===== src/rtl/chg_update_sequencer_pkg.sv =====
// Shared definitions for the admittance-change sequencer: state encoding and the
// change-entry field layout (also used by busWriteY and updateYcomputation).
package chg_update_sequencer_pkg;

  typedef enum logic [2:0] {
    ST_IDLE,
    ST_FETCH,
    ST_LATCH,
    ST_COMPUTE,
    ST_WRITE,
    ST_ADVANCE,
    ST_DONE,
    ST_ERR
  } seq_state_e;

  localparam int ENTRY_W  = 80;
  localparam int ROW_MSB  = 79;
  localparam int ROW_LSB  = 64;
  localparam int COL_MSB  = 63;
  localparam int COL_LSB  = 48;
  localparam int REAL_MSB = 47;
  localparam int REAL_LSB = 24;
  localparam int IMG_MSB  = 23;
  localparam int IMG_LSB  = 0;

  localparam int ROW_W  = ROW_MSB - ROW_LSB + 1;
  localparam int COL_W  = COL_MSB - COL_LSB + 1;
  localparam int REAL_W = REAL_MSB - REAL_LSB + 1;
  localparam int IMG_W  = IMG_MSB - IMG_LSB + 1;

  // An entry whose admittance change is exactly zero leaves Y untouched.
  function automatic logic isZeroValue(input logic [ENTRY_W-1:0] entry);
    return (entry[REAL_MSB:REAL_LSB] == '0) && (entry[IMG_MSB:IMG_LSB] == '0);
  endfunction

endpackage


===== src/rtl/chg_seq_watchdog.sv =====
// Timeout counter for the sequencer's compute/write waits; expired_o marks the
// cycle in which the count reaches TIMEOUT.
module chg_seq_watchdog #(
  parameter int TIMEOUT = 1023
) (
  input  logic clock,
  input  logic reset,
  input  logic clear_i,
  input  logic enable_i,
  output logic expired_o
);

  localparam int CW = $clog2(TIMEOUT + 1);

  logic [CW-1:0] count_q, count_d;

  always_comb begin
    count_d = count_q;
    if (clear_i) begin
      count_d = '0;
    end else if (enable_i) begin
      count_d = count_q + CW'(1);
    end
  end

  always_ff @(posedge clock) begin
    if (reset) begin
      count_q <= '0;
    end else begin
      count_q <= count_d;
    end
  end

  // A done flag arriving in the last cycle (clear) wins over the timeout.
  assign expired_o = enable_i && !clear_i && (count_q == CW'(TIMEOUT - 1));

endmodule


===== src/rtl/chg_update_sequencer.sv =====
// Walks the change list entry by entry, scheduling Y compute then Y write-back.
// Optional build macro CHG_SEQ_SKIP_ZERO_EN: skip entries whose value is zero.
module chg_update_sequencer
  import chg_update_sequencer_pkg::*;
#(
  parameter int ADDR_W  = 11,
  parameter int CNT_W   = 16,
  parameter int TIMEOUT = 1023
) (
  input  logic               clock,
  input  logic               reset,
  input  logic               start,
  input  logic [CNT_W-1:0]   numChanges,
  input  logic [ADDR_W-1:0]  chgBaseAddr,
  output logic [ADDR_W-1:0]  op_chgReadAddr,
  input  logic [ENTRY_W-1:0] in_chgReadData,
  output logic [ROW_W-1:0]   op_chgRow,
  output logic [COL_W-1:0]   op_chgCol,
  output logic [REAL_W-1:0]  op_chgReal,
  output logic [IMG_W-1:0]   op_chgImg,
  output logic               op_computeEnable,
  output logic               op_writeEnable,
  input  logic               in_computeDone,
  input  logic               in_writeDone,
  output logic               op_busy,
  output logic               op_allDone,
  output logic               op_error,
  output logic [CNT_W-1:0]   op_entryIdx
);

  seq_state_e         state_q, state_d;
  logic [CNT_W-1:0]   count_q, count_d;
  logic [ADDR_W-1:0]  base_q, base_d;
  logic [CNT_W-1:0]   idx_q, idx_d;
  logic [ENTRY_W-1:0] entry_q, entry_d;
  logic               error_q, error_d;
  logic               allDone_q, allDone_d;

  logic wdClear, wdEnable, wdExpired;
  logic lastEntry;

  chg_seq_watchdog #(
    .TIMEOUT (TIMEOUT)
  ) u_watchdog (
    .clock     (clock),
    .reset     (reset),
    .clear_i   (wdClear),
    .enable_i  (wdEnable),
    .expired_o (wdExpired)
  );

  assign lastEntry = (idx_q + CNT_W'(1)) == count_q;

  always_comb begin
    state_d          = state_q;
    count_d          = count_q;
    base_d           = base_q;
    idx_d            = idx_q;
    entry_d          = entry_q;
    error_d          = error_q;
    op_computeEnable = 1'b0;
    op_writeEnable   = 1'b0;
    op_busy          = 1'b0;
    wdClear          = 1'b1;
    wdEnable         = 1'b0;

    case (state_q)
      // ERR behaves like IDLE for a new start, which restarts from entry 0.
      ST_IDLE, ST_ERR: begin
        if (start) begin
          count_d = numChanges;
          base_d  = chgBaseAddr;
          idx_d   = '0;
          error_d = 1'b0;
          state_d = (numChanges == '0) ? ST_DONE : ST_FETCH;
        end
      end
      ST_FETCH: begin
        op_busy = 1'b1;
        state_d = ST_LATCH;
      end
      ST_LATCH: begin
        op_busy = 1'b1;
        entry_d = in_chgReadData;
`ifdef CHG_SEQ_SKIP_ZERO_EN
        state_d = isZeroValue(in_chgReadData) ? ST_ADVANCE : ST_COMPUTE;
`else
        state_d = ST_COMPUTE;
`endif
      end
      ST_COMPUTE: begin
        op_busy          = 1'b1;
        op_computeEnable = 1'b1;
        wdClear          = in_computeDone;
        wdEnable         = 1'b1;
        if (in_computeDone) begin
          state_d = ST_WRITE;
        end else if (wdExpired) begin
          error_d = 1'b1;
          state_d = ST_ERR;
        end
      end
      ST_WRITE: begin
        op_busy        = 1'b1;
        op_writeEnable = 1'b1;
        wdClear        = in_writeDone;
        wdEnable       = 1'b1;
        if (in_writeDone) begin
          state_d = ST_ADVANCE;
        end else if (wdExpired) begin
          error_d = 1'b1;
          state_d = ST_ERR;
        end
      end
      // The index stays on the final entry so it still names the last one processed.
      ST_ADVANCE: begin
        op_busy = 1'b1;
        if (lastEntry) begin
          state_d = ST_DONE;
        end else begin
          idx_d   = idx_q + CNT_W'(1);
          state_d = ST_FETCH;
        end
      end
      ST_DONE: begin
        state_d = ST_IDLE;
      end
      default: begin
        state_d = ST_IDLE;
      end
    endcase
  end

  assign allDone_d = (state_q == ST_DONE);

  always_ff @(posedge clock) begin
    if (reset) begin
      state_q   <= ST_IDLE;
      count_q   <= '0;
      base_q    <= '0;
      idx_q     <= '0;
      entry_q   <= '0;
      error_q   <= 1'b0;
      allDone_q <= 1'b0;
    end else begin
      state_q   <= state_d;
      count_q   <= count_d;
      base_q    <= base_d;
      idx_q     <= idx_d;
      entry_q   <= entry_d;
      error_q   <= error_d;
      allDone_q <= allDone_d;
    end
  end

  // Address wraps modulo 2^ADDR_W; it is only meaningful while in FETCH.
  assign op_chgReadAddr = base_q + ADDR_W'(idx_q);
  assign op_chgRow      = entry_q[ROW_MSB:ROW_LSB];
  assign op_chgCol      = entry_q[COL_MSB:COL_LSB];
  assign op_chgReal     = entry_q[REAL_MSB:REAL_LSB];
  assign op_chgImg      = entry_q[IMG_MSB:IMG_LSB];
  assign op_allDone     = allDone_q;
  assign op_error       = error_q;
  assign op_entryIdx    = idx_q;

endmodule


===== config.mk =====
export PLATFORM = sky130hd
export DESIGN_NAME = chg_update_sequencer
export DESIGN_NICKNAME = d
export VERILOG_FILES = /design/src/rtl/chg_update_sequencer_pkg.sv /design/src/rtl/chg_seq_watchdog.sv /design/src/rtl/chg_update_sequencer.sv
export SDC_FILE = /design/constraint.sdc
export NUM_CORES = 1
export LEC_CHECK = 0
export BUFFER_PORTS_ARGS = -buffer_cell sky130_fd_sc_hd__buf_2
export CORE_UTILIZATION = 45
export CTS_CLUSTER_SIZE = 14
export DETAILED_ROUTE_END_ITERATION = 8
export PLACE_DENSITY = 0.81
export SLEW_MARGIN = 5
export SYNTH_ARGS = -nofsm -noshare
export SYNTH_HDL_FRONTEND = slang
export SYNTH_HIERARCHICAL = 1
export SYNTH_SLANG_ARGS = --single-unit

===== constraint.sdc =====
create_clock -name clock -period 2.5 [get_ports clock]
set_input_delay 0.25 -clock clock [delete_from_list [all_inputs] [get_ports clock]]
set_output_delay 0.25 -clock clock [all_outputs]
set_load 0.005 [all_outputs]

==> impl_metrics.tcl, run 1 <==
set metrics [dict create \
    hold_path_class "in2reg" \
    clk_path_buf_depth 2 \
    peakVddDrop_mv 0.523 \
    io_buffers 223 \
    post-synth-top-count-cell "nand2_1" \
    synth-edff-count 0 \
    cts_tree "built" \
    finalSetupViolCount 6 \
    violations "setup timing" \
    cp.arrival_ns 2.86 \
    synth_top_area_share_pct 43.1 \
    startpoint "op_entryIdx[0]" \
    ys_ff_latch 138 \
    drc 0 \
    die_width_um 121 \
    max_freq_ghz 0.385 \
    wirelength_um 19500 \
    regToRegStartpoint "op_entryIdx[0]" \
    yosys.cell_types.count 61 \
    ant_nets 0 \
    hpwlAfterDp_um 13900 \
    yosysTopAreaCell "dfxtp_1" \
    fin_crit_ns 2.60 \
    tightest_slew_ns 0.709 \
    antenna_found_initial 3 \
    grt_overflow 0 \
    outcome "finished, violations left" \
    p_int_mw 4.12 \
    synthesis.instances 818 \
    clock_sinks 138 \
    p_leak_nw 3.86 \
    vias 6756 \
    ys_async_sr_fraction_pct 0 \
    ys_top_cells_by_count "nand2_1, dfxtp_1, a21oi_1" \
    syn_area_per_cell_um2 7.83 \
    end_kind "flop" \
    p_sw_mw 1.22 \
    pwr-share-comb_pct 7.9 \
    layout-drive-gt1-share_pct 34.0 \
    finalNonFillerCells 1261 \
    relSlewSlack_pct 52.7 \
    synth.area.top_cells "dfxtp_1, nand2_1, a21oi_1" \
    power_density_nw_per_um2 605 \
    syn_nets 944 \
    worstPathRequired_ns 2.77 \
    swShare_pct 22.8 \
    setup_slack_ns -0.0967 \
    path_max_fanout 5 \
    clockRootBuffer "clkbuf_16" \
    hold_viol 0 \
    fin_tns_setup_ns -0.307 \
    num_rows 43 \
    worstHoldStart "in_chgReadData[42]" \
    cts_inserted_buffers 17 \
    dieArea_um2 14700 \
    rsz0062_at_grt "yes" \
    worstSetupPathType "reg2reg" \
    core_um2 13900 \
    maxCapViolCount 0 \
    final_util_pct 63.5 \
    grt_max_degree 81 \
    grt_pass1_vias 6163 \
    cts_hold_buf 0 \
    place.detailed.instances 1213 \
    h-tree-depth 4 \
    ys_seq_area_share_pct 43.1 \
    yosysWarnings 6 \
    synth_flop_cell "dfxtp_1" \
    syn_area_um2 6410 \
    io_pins 224 \
    p_seq_share_pct 42.7 \
    worstSkewPairLatency_ns 0.42 \
    routabilityCongestion 0.919 \
    grt_usage_pct 25.9 \
    dieHeight_um 121 \
    via_per_inst 5.36 \
    startpoint_type "flop" \
    clk_pin_slew_ns 0.06 \
    power_frac_clock_pct 49.4 \
    num-nets-final 1193 \
    dr.pass1.iters 5 \
    wl_per_cell_um 15.5 \
    initial_core_util_pct 46.2 \
    drt_iter0_markers 316 \
    slew_violations 0 \
    period_share_pct 104 \
    grt_pass1_wl_um 29600 \
    finClkSkew_ns 0.00796 \
    areaGrowthSynthToFinish_pct 37.6 \
]
[layout make-up]
class | instances | area, um2
fillers | 1226 | 5060
well taps | 180 | 225
diodes | 3 | 7.51
inverters | 13 | 48.8
repair buffers | 284 | 1620
flip-flops and latches | 138 | 2770
multi-input cells | 613 | 3530
clock inverters | 11 | 171
clock buffers | 19 | 443
[stage by stage]
stage / setup WS, ns / power, mW / hold slack (ns) / cell area [um2]
floorplan: 0.0376 / 2.54 / 0.386 / 6410
global placement: 0.0200 / 2.72 / 0.439 / 7890
detailed placement: 0.0128 / 2.72 / 0.443 / 7890
CTS: -0.108 / 5.35 / 0.0502 / 8710
global route: -0.230 / 5.51 / 0.0554 / 8820
finish: -0.0967 / 5.34 / 0.0607 / 8820
[power by group through the flow]
stage | registers (mW) | logic (mW) | clock network, mW
floorplan | 2.32 | 0.213 | 0
global placement | 2.32 | 0.392 | 0
detailed placement | 2.33 | 0.397 | 0
CTS | 2.28 | 0.405 | 2.67
global route | 2.28 | 0.458 | 2.77
finish | 2.28 | 0.419 | 2.64
[state kept, by name (all words and copies together), names as in the netlist]
signal / count
op_entryIdx: 16
u_watchdog/count_q: 10
base_q: 11
entry_q: 80
op_allDone: 1
count_q: 16
state_q: 3
op_error: 1
[routing by layer]
| metal | vias to the layer above | global-route usage (%) | part of all wire [%] |
|---|---|---|---|
| met2 | 279 | 44.9 | 49 |
| li1 | 3324 | - | - |
| met5 | - | 0 | 0 |
| met3 | 62 | 8.32 | 8.8 |
| met4 | 0 | 13.0 | 3.7 |
| met1 | 3091 | 28.2 | 38 |
[worst paths after layout]
check / end / slack [ns] / cells after the start
worst max-delay path: op_entryIdx[0] / -0.1 / 10
worst max register to register: op_entryIdx[0] / -0.1 / 10
worst min-delay path: entry_q[42] / 0.06 / 3
worst min register to register: entry_q[71] / 0.45 / 2
[logic make-up (layout without fill, tap and decap cells)]
kind of cell | Yosys count | count (layout) | synth area share, %
AND/OR/NAND/NOR | 367 | 367 | 27.1
AO/OA/AOI/OAI | 199 | 199 | 17.8
flip-flops | 138 | 138 | 43.1
buffers and inverters | 67 | 327 | 4.45
XOR/XNOR | 30 | 30 | 4.22
adder cells (fa/ha/maj) | 14 | 14 | 2.85
multiplexers | 3 | 3 | 0.469
other | 0 | 3 | 0
[repair_timing]
item	4_1_cts	5_1_grt
gates resized for setup	28	20
pin swaps	17	18
buffers inserted	12	6
cloned	0	1
endpoints found under the setup margin	6	24
[worst max-delay path: stages (launching register included)]
cell      delay [ns]
dfxtp_4         0.37
buf_4           0.13
buf_4           0.13
nand4_1         0.12
or4_4           0.47
xnor2_2         0.17
nor4_1          0.25
nand4_1         0.25
o211ai_1        0.29
mux2i_1         0.24
nor4_2          0.05
[cell usage in the layout (no fill, tap or decap), drive strengths merged, types with 13 or more instances in the layout]
cell | synthesis | layout
a21oi | 134 | 134
buf | 12 | 284
clkbuf | 42 | 19
dfxtp | 138 | 138
ha | 13 | 13
inv | 12 | 13
nand2 | 238 | 238
nand3 | 22 | 22
nand4 | 14 | 14
nor2 | 26 | 26
o21ai | 20 | 20
or4 | 13 | 13
xnor2 | 19 | 19
Note: power is estimated with default switching activity, not from simulation.
==> run 2: changes to the inputs <==
--- a/config.mk
+++ b/config.mk
@@ -6,6 +6,7 @@
 export NUM_CORES = 1
 export LEC_CHECK = 0
 export BUFFER_PORTS_ARGS = -buffer_cell sky130_fd_sc_hd__buf_2
+export CORE_MARGIN = 3
 export CORE_UTILIZATION = 45
 export CTS_CLUSTER_SIZE = 14
 export DETAILED_ROUTE_END_ITERATION = 8
==> run 2 against run 1 <==
  * The flow still finishes with violations (setup timing)
  * Setup slack better by 0.036 ns
  * First-iteration DRC count grew 26%
  * Count of clock-buffer cells in the layout up 1
  * Utilization up 0.60 points
  * Critical endpoint is now op_chgReadAddr[10]
  * Register-to-register slack improved by 0.11 ns
  * Maximum frequency rose by 1.4%
==> impl_metrics.tcl, run 2 (synthesized netlist as in run 1, its figures left out) <==
set metrics [dict create \
    holdWs_ns 0.0674 \
    maxCapViolCount 0 \
    finalSetupViolCount 3 \
    drc 0 \
    hold_viol 0 \
    dieHeight_um 125 \
    worstHoldStart "in_chgReadData[61]" \
    place_area_um2 7820 \
    worstSetupPathType "reg2out" \
    dieArea_um2 15700 \
    tightest_slew_ns 0.631 \
    p_sw_mw 1.25 \
    cts_tree "built" \
    relSlewSlack_pct 58.0 \
    wirelength_um 19500 \
    worstSkewPairLatency_ns 0.41 \
    worstHoldPathCells 3 \
    startpoint_type "flop" \
    layout-drive-gt1-share_pct 33.4 \
    drt_iter0_markers 397 \
    clock_sinks 138 \
    r2r-end "op_entryIdx[1]" \
    regMostFlops "entry_q" \
    finClkSkew_ns 0.0101 \
    io_pins 224 \
    reg2reg_depth 10 \
    antenna_found_initial 1 \
    slew_violations 0 \
    clk_path_buf_depth 2 \
    clockRootBuffer "clkbuf_16" \
    path_max_fanout 3 \
    rsz0062_at_grt "yes" \
    grt_overflow 0 \
    period_share_pct 102 \
    via_per_inst 5.31 \
    routabilityCongestion 0.927 \
    fill_cells 1177 \
    initial_core_util_pct 47.3 \
    fin_crit_ns 2.56 \
    clk_pin_slew_ns 0.06 \
    fin_total_pwr_mw 5.20 \
    wl_per_cell_um 15.6 \
    outcome "finished, violations left" \
    ant_nets 0 \
    p_int_mw 3.94 \
    worstPathRequired_ns 2.25 \
    layout_common_cells "nand2_1, buf_2, dfxtp_1" \
    pwr-share-comb_pct 8.1 \
    cts_inserted_buffers 17 \
    regToRegStartpoint "op_entryIdx[0]" \
    layout_commonest_cell "nand2_1" \
    p_seq_share_pct 43.9 \
    power_frac_clock_pct 48.1 \
    io_buffers 223 \
    cts_hold_buf 0 \
    design_area_um2 8700 \
    p_leak_nw 3.78 \
    peakVddDrop_mv 0.537 \
    power_density_nw_per_um2 597 \
    hpwlAfterDp_um 13800 \
    max_freq_ghz 0.391 \
    vias 6616 \
    final_util_pct 64.1 \
    largest_reg_flops 80 \
    num-nets-final 1183 \
    h-tree-depth 4 \
    end_kind "primary output" \
    hold-path-endpoint "entry_q[61]" \
    setup_slack_ns -0.0605 \
    swShare_pct 24.1 \
    grt_usage_pct 24.0 \
    areaGrowthSynthToFinish_pct 35.7 \
    violations "setup timing" \
    place_ws_ns -0.0334 \
    dr.pass1.iters 5 \
    hold_path_class "in2reg" \
    cp.arrival_ns 2.31 \
    num_rows 42 \
    core_um2 13600 \
    ff2ff_setup_slack_ns 0.01 \
    grt_pass1_wl_um 30800 \
    grt_max_degree 81 \
    grt_pass1_vias 6220 \
    die_width_um 125 \
]
## run 2: changes by cell type in the layout (fill, tap and decap cells not counted), moves of 2 or more
cell / previous run / this run
diode_2: 3 / 1
bufinv_16: 4 / 2
buf_6: 6 / 2
dfxtp_2: 2 / 6
a21oi_2: 6 / 4
a21oi_1: 128 / 130
buf_4: 54 / 47
inv_6: 1 / 4
dfxtp_1: 135 / 131
## run 2: area by class of cell
| class | instances | area, um2 | area share [%] |
|---|---|---|---|
| Antenna cell | 1 | 2.50 | 0.0288 |
| Multi-Input combinational cell | 613 | 3520 | 40.4 |
| Clock buffer | 20 | 447 | 5.14 |
| Timing Repair Buffer | 274 | 1550 | 17.8 |
| Clock inverter | 12 | 140 | 1.61 |
| Sequential cell | 138 | 2770 | 31.9 |
| Inverter | 13 | 48.8 | 0.561 |
| Tap cell | 176 | 220 | 2.53 |
## run 2: worst max path at each step
stage	endpoint	slack, ns	cells past startpoint	from
3_3_place_gp	op_chgReadAddr[10]	0.05	11	op_entryIdx[0]
6_report	op_chgReadAddr[10]	-0.06	11	op_entryIdx[0]
5_1_grt	op_chgReadAddr[10]	-0.19	11	op_entryIdx[0]
3_5_place_dp	op_chgReadAddr[10]	-0.03	11	op_entryIdx[0]
4_1_cts	op_chgReadAddr[10]	-0.11	12	base_q[0]
2_1_floorplan	op_entryIdx[1]	0.04	11	op_entryIdx[4]
## run 2: critical path, cell delays in order (launching register included)
cell and delay (ns):
dfxtp_2 0.35, ha_4 0.14, inv_2 0.03, fa_2 0.34, inv_2 0.06, a21oi_2 0.06, o21ai_2 0.13, a21o_1 0.15
a21oi_2 0.06, o21a_1 0.23, a211oi_2 0.21, buf_2 0.14
## run 2: timing repair
action	CTS	global route
setup endpoints to repair	5	25
endpoints found under the hold margin	0	0
buffers inserted	13	4
gates resized for setup	20	20
pin swaps	16	17
## run 2: stage by stage
step	TNS, ns	instances
6_report	-0.117	1247
3_3_place_gp	0	1197
3_5_place_dp	-0.0334	1197
5_1_grt	-0.859	1246
4_1_cts	-0.179	1242
2_1_floorplan	0	818
## run 2: metal layers
metal	GRT usage [%]	wire [um]	up-vias
li1	-	-	3301
met4	10.0	611	2
met2	40.3	9680	253
met5	0	19	-
met1	27.8	7540	3019
met3	8.78	1610	41
## run 2: power by group through the flow
stage	logic (mW)	clock network (mW)	registers [mW]
2_1_floorplan	0.213	0	2.32
3_3_place_gp	0.391	0	2.32
3_5_place_dp	0.398	0	2.33
4_1_cts	0.404	2.53	2.28
5_1_grt	0.464	2.64	2.28
6_report	0.419	2.50	2.28
==> run 3: changes to the inputs <==
--- a/config.mk
+++ b/config.mk
@@ -11,6 +11,7 @@
 export CTS_CLUSTER_SIZE = 14
 export DETAILED_ROUTE_END_ITERATION = 8
 export PLACE_DENSITY = 0.81
+export SKIP_CTS_REPAIR_TIMING = 1
 export SLEW_MARGIN = 5
 export SYNTH_ARGS = -nofsm -noshare
 export SYNTH_HDL_FRONTEND = slang
==> run 3 against run 2 <==
  * Critical endpoint unchanged
  * Clock power barely moved
  * Non-clock buffer count shrank 8
  * Via count up 0.85%
  * Routed wire length increased by 0.50%
  * Sequential cell count stayed put
  * The run still ends with setup timing left
  * Cell count decreased by 0.64%
  * Cell area down 0.50%
==> impl_metrics.tcl, run 3 (synthesized netlist as in run 1, its figures left out) <==
set metrics [dict create \
    routabilityCongestion 0.927 \
    crit_family "compound AO/OA/AOI/OAI gates" \
    finalNonFillerCells 1239 \
    wirelength_um 19600 \
    path_max_fanout 7 \
    dr.pass1.iters 5 \
    io_pins 224 \
    dieHeight_um 125 \
    grt_usage_pct 23.4 \
    hold_path_class "in2reg" \
    period_share_pct 104 \
    layout-drive-gt1-share_pct 33.1 \
    clk_pin_slew_ns 0.06 \
    fin_tns_setup_ns -0.158 \
    worstSkewPairLatency_ns 0.41 \
    setup_slack_ns -0.107 \
    p_int_mw 3.94 \
    vias 6672 \
    worstPathRequired_ns 2.25 \
    ant_nets 0 \
    hold_viol 0 \
    startpoint_type "flop" \
    finalSetupViolCount 3 \
    num_rows 42 \
    h-tree-depth 4 \
    outcome "finished, violations left" \
    clock_sinks 138 \
    violations "setup timing" \
    cts_tree "built" \
    maxCapViolCount 0 \
    startpoint "op_entryIdx[1]" \
    p_sw_mw 1.25 \
    end_kind "primary output" \
    cp_common_cell "a21oi_2" \
    power_density_nw_per_um2 600 \
    place_ws_ns -0.0334 \
    cp.arrival_ns 2.36 \
    max_freq_ghz 0.384 \
    clk_path_buf_depth 2 \
    cpMaxStageDelayCell "fa_2" \
    p_seq_share_pct 43.9 \
    areaGrowthSynthToFinish_pct 35.0 \
    initial_core_util_pct 47.3 \
    path_cells "inv_1, fa_2, inv_2, a21oi_2, o21ai_2, a21o_1, a21oi_2, o21a_1, a211oi_2, buf_2" \
    finClkSkew_ns 0.0101 \
    drc 0 \
    regToRegStartpoint "op_entryIdx[0]" \
    cpPeakStageDelay_ns 0.42 \
    die_width_um 125 \
    peakVddDrop_mv 0.537 \
    worstSetupPathType "reg2out" \
    cts_inserted_buffers 17 \
    relSlewSlack_pct 58.5 \
    io_buffers 223 \
    grt_pass1_wl_um 30000 \
    fin_crit_ns 2.61 \
    via_per_inst 5.38 \
    slew_violations 0 \
    core_um2 13600 \
    swShare_pct 24.1 \
    layout_commonest_cell "nand2_1" \
    grt_max_degree 81 \
    largest_reg_flops 80 \
    dieArea_um2 15700 \
    num-nets-final 1175 \
    pwr-share-comb_pct 8.1 \
    clockRootBuffer "clkbuf_16" \
    grt_overflow 0 \
    power_frac_clock_pct 48.0 \
    path_buf_inv 3 \
    fill_cells 1191 \
    grt_pass1_vias 6080 \
    wl_per_cell_um 15.8 \
    rsz0062_at_grt "yes" \
    tightest_slew_ns 0.623 \
    regMostFlops "entry_q" \
    hpwlAfterDp_um 13800 \
    drt_iter0_markers 466 \
    place.detailed.instances 1197 \
    layout_common_cells "nand2_1, buf_2, dfxtp_1" \
    antenna_found_initial 1 \
    worstHoldStart "in_chgReadData[67]" \
    p_leak_nw 3.77 \
]
-- run 3: path summary, 6_finish.rpt --
check	end	slack, ns	cells after the start
setup / recovery	op_chgReadAddr[10]	-0.11	10
hold / removal	entry_q[67]	0.07	3
setup reg to reg	op_entryIdx[0]	0.02	9
hold reg to reg	entry_q[69]	0.45	2
-- run 3: layout make-up --
type                       instances  area [um2]  area share [%]
inverter                          13        48.8           0.564
clock inverter                    12         140            1.62
antenna                            1        2.50          0.0289
clock buffer                      20         447            5.16
tap                              176         220            2.55
sequential                       138        2780            32.1
multi-input combinational        613        3520            40.6
timing repair buffer             266        1500            17.3
-- run 3: power groups by stage --
| stage | Clock, mW | Sequential (mW) | Combinational (mW) |
|---|---|---|---|
| floorplan | 0 | 2.32 | 0.213 |
| global placement | 0 | 2.32 | 0.391 |
| detailed placement | 0 | 2.33 | 0.398 |
| CTS | 2.53 | 2.28 | 0.400 |
| global route | 2.64 | 2.28 | 0.466 |
| finish | 2.50 | 2.28 | 0.422 |
-- run 3: per-layer routing --
layer | GRT usage (%) | routed length, um | vias to the layer above
met3 | 8.61 | 1900 | 49
met4 | 9.44 | 653 | 2
met1 | 27.4 | 7370 | 3040
met2 | 38.8 | 9620 | 307
met5 | 0 | 19 | -
li1 | - | - | 3274
-- run 3: through the flow --
step / hold WS, ns / util (%) / instance area [um2] / power [mW]
floorplan: 0.386 / - / 6410 / 2.54
global placement: 0.438 / 57.6 / 7820 / 2.71
detailed placement: 0.443 / 57.6 / 7820 / 2.72
CTS: 0.0491 / 62.0 / 8400 / 5.21
global route: 0.0587 / 63.8 / 8650 / 5.39
finish: 0.0687 / 63.8 / 8650 / 5.20
-- run 3: worst register-to-register path, delay by kind of cell (launching register included) --
| kind | cells | cell delay, ns |
|---|---|---|
| AND/OR/NAND/NOR | 5 | 1.18 |
| flip-flops | 1 | 0.36 |
| AO/OA/AOI/OAI | 1 | 0.26 |
| multiplexers | 1 | 0.25 |
| XOR/XNOR | 1 | 0.17 |
| buffers and inverters | 1 | 0.13 |
